===== src/rtl/mem_ctrl_pkg.sv =====
// Shared definitions for the memory access arbiter: state encodings,
// default bus widths and a one-hot grant helper.
package mem_ctrl_pkg;

    localparam int unsigned ADDR_W_DEF = 16;
    localparam int unsigned DATA_W_DEF = 16;

    localparam logic [1:0] IDLE   = 2'd0;
    localparam logic [1:0] ACCESS = 2'd1;
    localparam logic [1:0] WAIT   = 2'd2;
    localparam logic [1:0] DONE   = 2'd3;

    function automatic logic [3:0] oneHot4(input logic [1:0] idx);
        return 4'b0001 << idx;
    endfunction

endpackage


===== src/rtl/mem_access_arbiter_if.sv =====
// Core-side and memory-side signals of the four-core memory access arbiter.
interface mem_access_arbiter_if #(
    parameter int unsigned ADDR_W = mem_ctrl_pkg::ADDR_W_DEF,
    parameter int unsigned DATA_W = mem_ctrl_pkg::DATA_W_DEF
);
    logic [3:0]        req;
    logic [3:0]        we;
    logic [ADDR_W-1:0] addr1, addr2, addr3, addr4;
    logic [DATA_W-1:0] wdata1, wdata2, wdata3, wdata4;
    logic [3:0]        gnt;
    logic [3:0]        done;
    logic [DATA_W-1:0] rdata;
    logic [ADDR_W-1:0] memAddr;
    logic              memWR;
    logic              MemREAD;
    logic [DATA_W-1:0] datatoMem;
    logic [DATA_W-1:0] datafromMem;

    modport slave (
        input  req, we, addr1, addr2, addr3, addr4,
        input  wdata1, wdata2, wdata3, wdata4, datafromMem,
        output gnt, done, rdata, memAddr, memWR, MemREAD, datatoMem
    );

    modport master (
        output req, we, addr1, addr2, addr3, addr4,
        output wdata1, wdata2, wdata3, wdata4, datafromMem,
        input  gnt, done, rdata, memAddr, memWR, MemREAD, datatoMem
    );
endinterface


===== src/rtl/rr_pick4.sv =====
// Round-robin picker: first asserted request searching ptr, ptr+1, ... mod 4.
module rr_pick4 (
    input  logic [3:0] req,
    input  logic [1:0] ptr,
    output logic       valid,
    output logic [1:0] idx
);
    // Walk from the farthest candidate inward so the nearest one wins.
    always_comb begin
        valid = |req;
        idx   = ptr;
        for (int k = 3; k >= 0; k--) begin
            if (req[2'(ptr + 2'(k))]) begin
                idx = 2'(ptr + 2'(k));
            end
        end
    end
endmodule


===== src/rtl/mem_access_arbiter.sv =====
// Four-core round-robin arbiter for a single data memory port; one
// transaction at a time, loads wait MEM_LAT cycles for read data.
module mem_access_arbiter
    import mem_ctrl_pkg::*;
#(
    parameter int unsigned ADDR_W  = ADDR_W_DEF,
    parameter int unsigned DATA_W  = DATA_W_DEF,
    parameter int unsigned MEM_LAT = 1
) (
    input  logic               clk,
    input  logic               reset,
    mem_access_arbiter_if.slave bus
);
    localparam logic [2:0] CNT_LAST = 3'(MEM_LAT - 1);

    logic [1:0]        stateQ, stateNext;
    logic [1:0]        rrQ, rrNext;
    logic [2:0]        cntQ, cntNext;
    logic [1:0]        winIdxQ, winIdxNext;
    logic              winWeQ, winWeNext;
    logic [3:0]        gntQ, gntNext;
    logic [3:0]        doneQ, doneNext;
    logic [DATA_W-1:0] rdataQ, rdataNext;
    logic [ADDR_W-1:0] memAddrQ, memAddrNext;
    logic              memWRQ, memWRNext;
    logic              memReadQ, memReadNext;
    logic [DATA_W-1:0] datatoMemQ, datatoMemNext;

    logic              pickValid;
    logic [1:0]        pickIdx;
    logic [ADDR_W-1:0] selAddr;
    logic [DATA_W-1:0] selData;

    rr_pick4 u_pick (
        .req   (bus.req),
        .ptr   (rrQ),
        .valid (pickValid),
        .idx   (pickIdx)
    );

    always_comb begin
        case (pickIdx)
            2'd0:    begin selAddr = bus.addr1; selData = bus.wdata1; end
            2'd1:    begin selAddr = bus.addr2; selData = bus.wdata2; end
            2'd2:    begin selAddr = bus.addr3; selData = bus.wdata3; end
            default: begin selAddr = bus.addr4; selData = bus.wdata4; end
        endcase
    end

    // Next state plus next value of every registered output.
    always_comb begin
        stateNext     = stateQ;
        rrNext        = rrQ;
        cntNext       = cntQ;
        winIdxNext    = winIdxQ;
        winWeNext     = winWeQ;
        gntNext       = gntQ;
        doneNext      = 4'b0000;
        rdataNext     = rdataQ;
        memAddrNext   = '0;
        memWRNext     = 1'b0;
        memReadNext   = 1'b0;
        datatoMemNext = '0;

        case (stateQ)
            IDLE: begin
                gntNext = 4'b0000;
                if (pickValid) begin
                    winIdxNext    = pickIdx;
                    winWeNext     = bus.we[pickIdx];
                    gntNext       = oneHot4(pickIdx);
                    memAddrNext   = selAddr;
                    memWRNext     = bus.we[pickIdx];
                    memReadNext   = ~bus.we[pickIdx];
                    datatoMemNext = bus.we[pickIdx] ? selData : '0;
                    stateNext     = ACCESS;
                end
            end
            ACCESS: begin
                cntNext = 3'd0;
                if (winWeQ) begin
                    doneNext  = oneHot4(winIdxQ);
                    stateNext = DONE;
                end else begin
                    stateNext = WAIT;
                end
            end
            WAIT: begin
                if (cntQ == CNT_LAST) begin
                    rdataNext = bus.datafromMem;
                    doneNext  = oneHot4(winIdxQ);
                    cntNext   = 3'd0;
                    stateNext = DONE;
                end else begin
                    cntNext = cntQ + 3'd1;
                end
            end
            default: begin
                rrNext    = winIdxQ + 2'd1;
                gntNext   = 4'b0000;
                stateNext = IDLE;
            end
        endcase
    end

    always_ff @(posedge clk) begin
        if (reset) begin
            stateQ     <= IDLE;
            rrQ        <= 2'd0;
            cntQ       <= 3'd0;
            winIdxQ    <= 2'd0;
            winWeQ     <= 1'b0;
            gntQ       <= 4'b0000;
            doneQ      <= 4'b0000;
            rdataQ     <= '0;
            memAddrQ   <= '0;
            memWRQ     <= 1'b0;
            memReadQ   <= 1'b0;
            datatoMemQ <= '0;
        end else begin
            stateQ     <= stateNext;
            rrQ        <= rrNext;
            cntQ       <= cntNext;
            winIdxQ    <= winIdxNext;
            winWeQ     <= winWeNext;
            gntQ       <= gntNext;
            doneQ      <= doneNext;
            rdataQ     <= rdataNext;
            memAddrQ   <= memAddrNext;
            memWRQ     <= memWRNext;
            memReadQ   <= memReadNext;
            datatoMemQ <= datatoMemNext;
        end
    end

    assign bus.gnt       = gntQ;
    assign bus.done      = doneQ;
    assign bus.rdata     = rdataQ;
    assign bus.memAddr   = memAddrQ;
    assign bus.memWR     = memWRQ;
    assign bus.MemREAD   = memReadQ;
    assign bus.datatoMem = datatoMemQ;
endmodule

===== src/flat_wrapper.sv =====
// flat-port wrapper written by rule: the top's interface ports become plain ports
module mem_access_arbiter_flat import mem_ctrl_pkg::*;
#(
    parameter int unsigned ADDR_W  = ADDR_W_DEF,
    parameter int unsigned DATA_W  = DATA_W_DEF,
    parameter int unsigned MEM_LAT = 1
)
  (clk, reset, bus_req, bus_we, bus_addr1, bus_addr2, bus_addr3, bus_addr4, bus_wdata1, bus_wdata2, bus_wdata3, bus_wdata4, bus_datafromMem, bus_gnt, bus_done, bus_rdata, bus_memAddr, bus_memWR, bus_MemREAD, bus_datatoMem);
  mem_access_arbiter_if #(.ADDR_W(ADDR_W), .DATA_W(DATA_W)) bus_i ();
  input  logic clk;
  input  logic reset;
  input wire logic [$bits(bus_i.req)-1:0] bus_req;
  input wire logic [$bits(bus_i.we)-1:0] bus_we;
  input wire logic [$bits(bus_i.addr1)-1:0] bus_addr1;
  input wire logic [$bits(bus_i.addr2)-1:0] bus_addr2;
  input wire logic [$bits(bus_i.addr3)-1:0] bus_addr3;
  input wire logic [$bits(bus_i.addr4)-1:0] bus_addr4;
  input wire logic [$bits(bus_i.wdata1)-1:0] bus_wdata1;
  input wire logic [$bits(bus_i.wdata2)-1:0] bus_wdata2;
  input wire logic [$bits(bus_i.wdata3)-1:0] bus_wdata3;
  input wire logic [$bits(bus_i.wdata4)-1:0] bus_wdata4;
  input wire logic [$bits(bus_i.datafromMem)-1:0] bus_datafromMem;
  output wire logic [$bits(bus_i.gnt)-1:0] bus_gnt;
  output wire logic [$bits(bus_i.done)-1:0] bus_done;
  output wire logic [$bits(bus_i.rdata)-1:0] bus_rdata;
  output wire logic [$bits(bus_i.memAddr)-1:0] bus_memAddr;
  output wire logic [$bits(bus_i.memWR)-1:0] bus_memWR;
  output wire logic [$bits(bus_i.MemREAD)-1:0] bus_MemREAD;
  output wire logic [$bits(bus_i.datatoMem)-1:0] bus_datatoMem;
  assign bus_i.req = bus_req;
  assign bus_i.we = bus_we;
  assign bus_i.addr1 = bus_addr1;
  assign bus_i.addr2 = bus_addr2;
  assign bus_i.addr3 = bus_addr3;
  assign bus_i.addr4 = bus_addr4;
  assign bus_i.wdata1 = bus_wdata1;
  assign bus_i.wdata2 = bus_wdata2;
  assign bus_i.wdata3 = bus_wdata3;
  assign bus_i.wdata4 = bus_wdata4;
  assign bus_i.datafromMem = bus_datafromMem;
  assign bus_gnt = bus_i.gnt;
  assign bus_done = bus_i.done;
  assign bus_rdata = bus_i.rdata;
  assign bus_memAddr = bus_i.memAddr;
  assign bus_memWR = bus_i.memWR;
  assign bus_MemREAD = bus_i.MemREAD;
  assign bus_datatoMem = bus_i.datatoMem;
  mem_access_arbiter #(.ADDR_W(ADDR_W), .DATA_W(DATA_W), .MEM_LAT(MEM_LAT)) u_core (.clk(clk), .reset(reset), .bus(bus_i));
endmodule

===== config.mk =====
export PLATFORM = sky130hd
export DESIGN_NAME = mem_access_arbiter_flat
export DESIGN_NICKNAME = d
export VERILOG_FILES = /design/src/rtl/mem_ctrl_pkg.sv /design/src/rtl/mem_access_arbiter_if.sv /design/src/rtl/rr_pick4.sv /design/src/rtl/mem_access_arbiter.sv /design/src/flat_wrapper.sv
export SDC_FILE = /design/constraint.sdc
export NUM_CORES = 1
export LEC_CHECK = 0
export ABC_CLOCK_PERIOD_IN_PS = 3200
export CAP_MARGIN = 10
export CORE_MARGIN = 2
export CORE_UTILIZATION = 36
export DETAILED_ROUTE_END_ITERATION = 10
export PLACE_DENSITY = 0.89
export SLEW_MARGIN = 30
export SYNTH_ARGS = -nofsm -noshare
export SYNTH_HDL_FRONTEND = slang
export SYNTH_HIERARCHICAL = 1
export SYNTH_SLANG_ARGS = --single-unit

===== constraint.sdc =====
create_clock -name clk -period 3.2 [get_ports clk]
set_input_delay 0.48 -clock clk [delete_from_list [all_inputs] [get_ports clk]]
set_output_delay 0.48 -clock clk [all_outputs]
set_load 0.03 [all_outputs]

Word-level counts from Yosys, hierarchy flattened
Index checks and enable logic that the tools add are counted.
W data, S select, Z words.
{"block": "classes", "order_cmp": 5, "mux": 27, "bitwise_logic": 3, "n_eq_ne": 6, "n_reduce_logical": 12, "add_sub_neg": 5, "shifts": 2}
{"operator": "$pmux W16 S3", "n": 2}
{"operator": "$pmux W4 S2", "n": 2}
{"operator": "$lt A2 B3 Y1 const B", "n": 5}
{"operator": "$mux W2", "n": 6}
{"operator": "$mux W4", "n": 3}
{"operator": "$bmux W1 S2", "n": 5}
{"operator": "$reduce_or A4 Y1", "n": 2}
{"operator": "$shl A1 B2 Y4 const A", "n": 2}
{"operator": "$mux W1", "n": 6}
{"operator": "$pmux W2 S3", "n": 1}
{"operator": "$pmux W3 S2", "n": 1}
{"operator": "$reduce_and A2 Y1", "n": 3}
{"operator": "$reduce_or A3 Y1", "n": 2}
{"operator": "$add A2 B1 Y2 const B", "n": 2}
{"operator": "$add A2 B2 Y2 const B", "n": 2}
{"operator": "$eq A2 B1 Y1 const B", "n": 2}
{"operator": "$eq A2 B2 Y1 const B", "n": 2}
{"operator": "$logic_not A2 Y1", "n": 2}
{"operator": "$ne A2 B1 Y1 const B", "n": 2}
{"operator": "$add A3 B1 Y3 const B", "n": 1}
{"operator": "$logic_not A3 Y1", "n": 1}
{"operator": "$mux W3", "n": 1}
{"operator": "$not A1 Y1", "n": 3}
{"operator": "$reduce_bool A2 Y1", "n": 1}
{"operator": "$reduce_or A2 Y1", "n": 1}
{"block": "word_totals", "out_inout_bits": 58, "input_bits": 154, "elab_cells": 72, "register_bits": 68}

Longest topological paths before layout
Gate-level depths: netlist of the first run.
{"block": "depth", "word_depth": 11, "mapped_depth": 8, "ltp_nobuf": 6}

Modules after synthesis
The synthesis of the first run kept the hierarchy.
{"module": "mem_access_arbiter", "seq_area_each_um2": 1361.3, "n_inst": 1, "area_per_inst_um2": 3105.5, "cells_per_inst": 275}
{"module": "rr_pick4", "seq_area_each_um2": 0.0, "n_inst": 1, "area_per_inst_um2": 100.1, "cells_per_inst": 16}

Worst setup path before layout of the first run
Ideal clock, no wire load.
{"block": "synth_path", "kind": "in2reg", "start": "in bus_req[0]", "end": "reg u_core.memAddrQ[10] (netlist: u_core/bus.memAddr[10])", "arrival_ns": 2.157, "setup_slack_ns": 0.915, "required_time_ns": 3.072, "cell_stages": 7, "setup_time_ns": 0.128, "n_path_buf": 2, "cell_sequence": "and2b_2 or4_1 nand2_1 buf_2 clkbuf_1 mux4_2 nor2b_1"}
{"block": "synth_between", "elab_chain_len": 8, "word_cells_on_any_way": 19, "cone_classes": "eq/ne (2); mux (13); bitwise (1); reduce/logical (3)"}
{"element": "start: declaration", "line_no": "flat_wrapper.sv:12", "text": "input wire logic [$bits(bus_i.req)-1:0] bus_req;"}
{"element": "$bmux W1 S2", "line_no": "rr_pick4.sv:13", "text": "if (req[2'(ptr + 2'(k))]) begin"}
{"element": "$mux W1 (not written as such)", "line_no": "rr_pick4.sv:13"}
{"element": "$mux W2 (3 in a row)", "line_no": "rr_pick4.sv:13"}
{"element": "$mux W2 (*)", "line_no": "rr_pick4.sv:13"}
{"element": "net u_core.pickIdx[1]", "line_no": "mem_access_arbiter.sv:30", "text": "logic [1:0] pickIdx;"}
{"element": "$eq A2 B2 Y1 (tied with other cells)", "line_no": "mem_access_arbiter.sv:42", "text": "case (pickIdx)"}
{"element": "$pmux W16 S3 (*)", "line_no": "mem_access_arbiter.sv:42"}
{"element": "end signal: assignment", "line_no": "mem_access_arbiter.sv:129", "text": "memAddrQ <= memAddrNext;"}
{"element": "end: declaration", "line_no": "mem_access_arbiter.sv:24", "text": "logic [ADDR_W-1:0] memAddrQ, memAddrNext;"}
The timed path passes the listed nets; every way through them passes the cells marked *. The select of a mux whose other input is x is not followed.
A chain may end at the register's enable or synchronous reset.

Worst setup path in the final report of the first run
{"block": "layout_path", "start": "in bus_req[3]", "end": "reg u_core.winWeQ"}
{"block": "layout_between", "elab_chain_len": 8, "word_cells_on_any_way": 16, "cone_classes": "mux (14); reduce/logical (2)"}
{"element": "$bmux W1 S2", "line_no": "rr_pick4.sv:13"}
{"element": "$mux W1 (not written as such)", "line_no": "rr_pick4.sv:13"}
{"element": "$mux W2 (3 in a row)", "line_no": "rr_pick4.sv:13"}
{"element": "$mux W2 (*)", "line_no": "rr_pick4.sv:13"}
{"element": "net u_core.pickIdx[1]", "line_no": "mem_access_arbiter.sv:30"}
{"element": "$bmux W1 S2 (*)", "line_no": "mem_access_arbiter.sv:70", "text": "winWeNext = bus.we[pickIdx];"}
{"element": "$mux W1 (not written as such) (*)", "line_no": "mem_access_arbiter.sv:70"}
{"element": "end signal: assignment", "line_no": "mem_access_arbiter.sv:125", "text": "winWeQ <= winWeNext;"}
{"element": "end: declaration", "line_no": "mem_access_arbiter.sv:20", "text": "logic winWeQ, winWeNext;"}
Marks and branches as above.

==> results of run 1 <==
==> where the power goes <==
part | switching [W] | internal, W | leakage, nW | total, W
clock | 0.000309 | 0.000278 | 0.0868 | 0.000587
sequential | 0.0000769 | 0.00100 | 0.555 | 0.00108
combinational | 0.000722 | 0.000692 | 1.41 | 0.00141
==> tightest hold or removal path: cells and delay by family (launching register included) <==
kind | cells | cell delay, ns
AOI/OAI and AO/OA | 1 | 0.05
DFF | 1 | 0.31
and+or+nand+nor | 1 | 0.05
==> flip-flops by register name, summed over array words and instances, names as in the netlist <==
signal,cells
u_core/rrQ,2
u_core/cntQ,3
u_core/bus.rdata,16
u_core/bus.done,4
u_core/winIdxQ,2
u_core/bus.gnt,4
u_core/bus.memAddr,16
u_core/bus.MemREAD,1
u_core/bus.memWR,1
u_core/stateQ,2
u_core/winWeQ,1
u_core/bus.datatoMem,16
==> routing by layer <==
layer	track usage, %	routed length (um)	vias up
met5	0	0	-
met1	23.9	3990	1427
met3	5.23	722	15
li1	-	-	1447
met4	7.17	164	0
met2	36.8	5370	125
==> logic make-up (layout without fill, tap and decap cells) <==
group	count (synthesis)	count (layout)	share of synthesized area [%]
multiplexers	37	37	24.5
flip-flops	68	68	42.5
buffers and inverters	28	246	4.25
adder cells (fa/ha/maj)	11	11	4.29
AND/OR/NAND/NOR	113	113	18.7
AO/OA/AOI/OAI	34	34	5.82
==> through the flow <==
| stage | worst slack (ns) | hold WS [ns] | cell area, um2 |
|---|---|---|---|
| after CTS | 0.651 | 0.459 | 5610 |
| final | 0.626 | 0.458 | 5610 |
| after global routing | 0.556 | 0.484 | 5610 |
| after floorplan | 0.915 | 0.450 | 3210 |
| after detailed placement | 0.297 | 0.449 | 5450 |
| after global placement | 0.381 | 0.441 | 5450 |
==> synthesized netlist by cell type, types with 2 or more instances <==
master / n
dfxtp_1: 68
and2b_2: 2
buf_2: 4
a21oi_1: 27
and2_1: 4
buf_6: 2
mux2i_1: 3
or3_1: 2
ha_1: 11
nand2_1: 46
nand3_1: 3
nor2_1: 7
or4_1: 2
o21ai_0: 3
nand2b_1: 3
buf_4: 3
inv_1: 10
nor2b_1: 33
and3b_1: 2
nand3b_1: 4
mux4_2: 33
clkbuf_1: 8
==> final timing paths <==
| check | slack, ns | from | end |
|---|---|---|---|
| worst max-delay path | 0.63 | bus_req[3] | u_core/winWeQ$_SDFFE_PP0P_ |
| worst min-delay path | 0.46 | u_core/bus.rdata[12]$_SDFFE_PP0P_ | u_core/bus.rdata[12]$_SDFFE_PP0P_ |
| worst max register to register | 0.86 | u_core/rrQ[0]$_SDFFE_PP0N_ | u_core/winWeQ$_SDFFE_PP0P_ |
| worst min register to register | 0.46 | u_core/bus.rdata[12]$_SDFFE_PP0P_ | u_core/bus.rdata[12]$_SDFFE_PP0P_ |
==> cell type report <==
cell class | count | area, um2 | area share [%]
flip-flops and latches | 68 | 1360 | 24.3
clock inverters | 5 | 28.8 | 0.513
clock buffers | 11 | 131 | 2.34
repair buffers | 220 | 2200 | 39.3
well taps | 108 | 135 | 2.41
inverters | 10 | 37.5 | 0.669
multi-input cells | 195 | 1710 | 30.5
==> run metrics, run 1 <==
Synth Flop Type=dfxtp_1; Synth Cell Area=~3200 um2; Total Routing Usage GR=approximately a fifth; Final Hold Vio Count=0; clk root buf=clkbuf_8; Synth top area share=a little over two fifths; YS warnings=6; CTS Sinks=68; Setup Buffers After CTS=0; chip width=approximately 98 um; CP bufs+invs=2; post-route insts no fill=~620; H-tree Lvls=3; Clock Latency Late Sink=0.33 ns; most used cell, CP=nand2_1; cells on worst reg2reg path=7; DR iter-0 viols=83; die area=between 9000 and 10000 um2; Synth Area per Inst=approximately 11 um2; vias in the first global route=3119; Port Buffers=around 210; GR Overflow Total=0; Max-slew headroom=a little under three fifths; largest cells by area after synthesis=dfxtp_1 42%, mux4_2 23%, nor2b_1 6.4%; Max Cap Violations=0; leakage power=around 2 nW; CTS Buf Count=9; Core Util, Final=around 65%; cell breakdown of the critical path=clkdlybuf4s50_1 > and3b_1 > or4_1 > nand2_1 > buf_12 > mux4_2 > nand2b_4 > nand2_1; Crit. End Element=flip-flop; Post-CTS Resized=0; clk slew on worst S/H paths=0.07 ns; hold_buf cts=0; Top delay family on crit path=simple AND/OR/NAND/NOR gates; commonest non-fill, non-tap cell in the layout=clkdlybuf4s50_1; most frequent cells in the layout=211 x clkdlybuf4s50_1, 68 x dfxtp_1, 46 x nand2_1; setup violators final=0; via count=between 3000 and 4000; Critical-path top delay cell=clkdlybuf4s50_1; status=completed; # diodes=0; Max Transition Viols Final=0; Die Y=slightly below 100 um; setup_tns=0 ns; drt drc=0; Initial Utilization=a little under two fifths; pin count of the biggest net entering global routing=26; critical path type=in -> reg; CP peak stage delay=~0.55 ns; crit path DAT=around 2.8 ns; pwr/cell area=549 nW/um2; 1st-pass router iterations=4; io pins=between 200 and 250; hold depth=2; Synth area leader=dfxtp_1; layout cells sized above 1=between 10% and 20%; worst vdd ir=~0.00033 V; FMAX=slightly below 400 MHz; TritonCTS clock tree=done; clk_skew=approximately 0.011 ns; DP HPWL=a little over 8 mm; Synth Register Bits=68; Hold Path Class=reg -> reg; first-pass GRT wire length=between 15 and 20 mm; GPL Wtd Cong=just over 0.8; slew at the pin closest to its max-slew limit=~0.65 ns; Core ar.=8680 um2; Final period util=between 80% and 90%; EDFF count, synth=0; Netlist cell types=33; Critical Path Fanout Max=25; Critical Path RT=~3.4 ns; Tmin final=between 2 and 3 ns; Synth Instances=between 200 and 300; RSZ-0062 raised after global routing=no; syn nets=456; CP Depth=8; Rows=34; FFs w/ async S/R, synth=0%; Area Growth Syn to Fin=74.9%; dpl cells=601; Worst setup SP type=input port; total power=between 0.003 and 0.004 W; Filler cells=around 720; sequential share of the synthesized area=42.5%; number of vias per cell=4.88; antenna violations before repair=0; Final nets=about 670; CTS max path bufs=2; DR WL/cell=approximately 17 um; Final ANT Viol Nets=0; drt total wl=10.2 mm
Note: power is estimated with default switching activity, not from simulation.
==> run 2, diff against run 1 <==
- ABC_CLOCK_PERIOD_IN_PS: 3200 -> 2600
- clock period: 3.2 -> 2.6 ns (I/O delays scaled with it)
==> run 2 against run 1 <==
Compared with the run above:
- total power increased by 32%
- largest cell class unchanged
- sequential cell count unchanged
- highest routed layer unchanged
- clock skew is essentially flat
- critical path depth stayed put
- combinational power grew 26%
- sequential share of layout area shrank 0.58 points
- clock-buffer cell count down 2
- first-iteration DRC count up 12%
==> run metrics, run 2 (synthesized netlist as in run 1, its figures left out) <==
chip width=slightly below 100 um; leakage power=2.12 nW; Setup Buffers After CTS=0; Final Hold Vio Count=0; worst vdd ir=0.000388 V; CTS Sinks=between 60 and 70; layout cells sized above 1=13.7%; slew at the pin closest to its max-slew limit=about 0.54 ns; Filler cells=roughly 700; pwr/cell area=707 nW/um2; TritonCTS clock tree=done; post-route insts no fill=625; Initial Utilization=a little under two fifths; Critical Path Fanout Max=18; Max Transition Viols Final=0; vias in the first global route=approximately 3200; hold_buf cts=0; DR iter-0 viols=slightly above 90; Total Routing Usage GR=around a fifth; Final nets=677; Clock Latency Late Sink=0.34 ns; RSZ-0062 raised after global routing=no; Rows=34; Final ANT Viol Nets=0; drt drc=0; GR Overflow Total=0; Final period util=about nine tenths; # diodes=0; pin count of the biggest net entering global routing=29; final hold slack=approximately 0.46 ns; status=completed; Core ar.=~8700 um2; Worst setup SP type=input port; CTS Buf Count=9; Port Buffers=around 210; Max Cap Violations=0; via count=3052; Max-slew headroom=approximately 64%; clk_skew=between 0.01 and 0.015 ns; 1st-pass router iterations=4; critical path type=in -> reg; H-tree Lvls=3; most frequent cells in the layout=211 x clkdlybuf4s50_1, 68 x dfxtp_1, 46 x nand2_1; Post-CTS Resized=0; CTS max path bufs=2; FMAX=428 MHz; Area Growth Syn to Fin=79.2%; crit path DAT=2.56 ns; Die Y=98.4 um; GPL Wtd Cong=~0.85; DR WL/cell=about 16 um; io pins=between 200 and 250; Tmin final=between 2 and 2.5 ns; Critical Path RT=around 2.8 ns; setup violators final=0; first-pass GRT wire length=about 16 mm; drt total wl=10.1 mm; commonest non-fill, non-tap cell in the layout=clkdlybuf4s50_1; number of vias per cell=between 4 and 5; clk slew on worst S/H paths=~0.07 ns; clk root buf=clkbuf_8; dpl cells=just over 600; Hold Path Class=reg -> reg; die area=a little under 10000 um2; Crit. End Element=flip-flop; antenna violations before repair=0; DP HPWL=8.38 mm
[run 2: cell count changes in the layout (fill, tap and decap cells not counted), sizes merged]
cell | before | now
clkinv | 5 | 3
clkbuf | 11 | 9
clkinvlp | 0 | 2
buf | 9 | 17
bufinv | 0 | 2
[run 2: final timing paths]
check                                       from                                  to  slack, ns  cells past startpoint
hold / removal    u_core/bus.gnt[3]$_SDFFE_PP0N_      u_core/bus.gnt[3]$_SDFFE_PP0N_       0.46                      2
hold reg to reg   u_core/bus.gnt[3]$_SDFFE_PP0N_      u_core/bus.gnt[3]$_SDFFE_PP0N_       0.46                      2
setup reg to reg      u_core/rrQ[0]$_SDFFE_PP0N_  u_core/bus.datatoMem[2]$_SDFF_PP0_       0.40                      7
setup / recovery                      bus_req[0]  u_core/bus.datatoMem[2]$_SDFF_PP0_       0.26                      8
[run 2: per-stage QoR]
stage          util (%)  cell area, um2  setup TNS [ns]  setup slack (ns)  total power (W)
2_1_floorplan         -            3210               0             0.405          0.00236
3_3_place_gp       63.6            5520          -0.313           -0.0216          0.00308
3_5_place_dp       63.6            5520           -1.29           -0.0722          0.00313
4_1_cts            66.2            5740               0             0.299          0.00410
5_1_grt            66.2            5740               0             0.169          0.00428
6_report           66.2            5740               0             0.262          0.00406
[run 2: cell type report]
type	count	area, um2	area share (%)
Timing Repair Buffer	228	2280	39.6
Multi-Input combinational cell	195	1710	29.7
Sequential cell	68	1360	23.7
Tap cell	108	135	2.35
Clock buffer	9	124	2.16
Clock inverter	7	101	1.76
Inverter	10	37.5	0.653
[run 2: worst max-delay path, cell delays in order]
cell,delay (ns)
clkdlybuf4s50_1,0.48
and2b_2,0.23
or4_1,0.51
nand2_1,0.15
buf_12,0.15
mux4_2,0.34
nand2b_4,0.23
nor2b_1,0.08
[run 2: layer usage]
| layer | GRT usage (%) | wire length, um | up-vias |
|---|---|---|---|
| met3 | 5.30 | 761 | 17 |
| met5 | 0 | 0 | - |
| met4 | 8.96 | 226 | 0 |
| met2 | 37.5 | 5310 | 126 |
| li1 | - | - | 1464 |
| met1 | 22.6 | 3820 | 1445 |
[run 2: power breakdown]
| part | switching (W) | internal (W) | total, W |
|---|---|---|---|
| sequential | 0.0000943 | 0.00123 | 0.00133 |
| combinational | 0.000888 | 0.000881 | 0.00177 |
| clock | 0.000418 | 0.000544 | 0.000962 |
==> run 3, diff against run 2 <==
- CAP_MARGIN: 10 -> 20
==> results of run 3 <==
The final DEF is identical to that of run 2; final timing and power are the same.
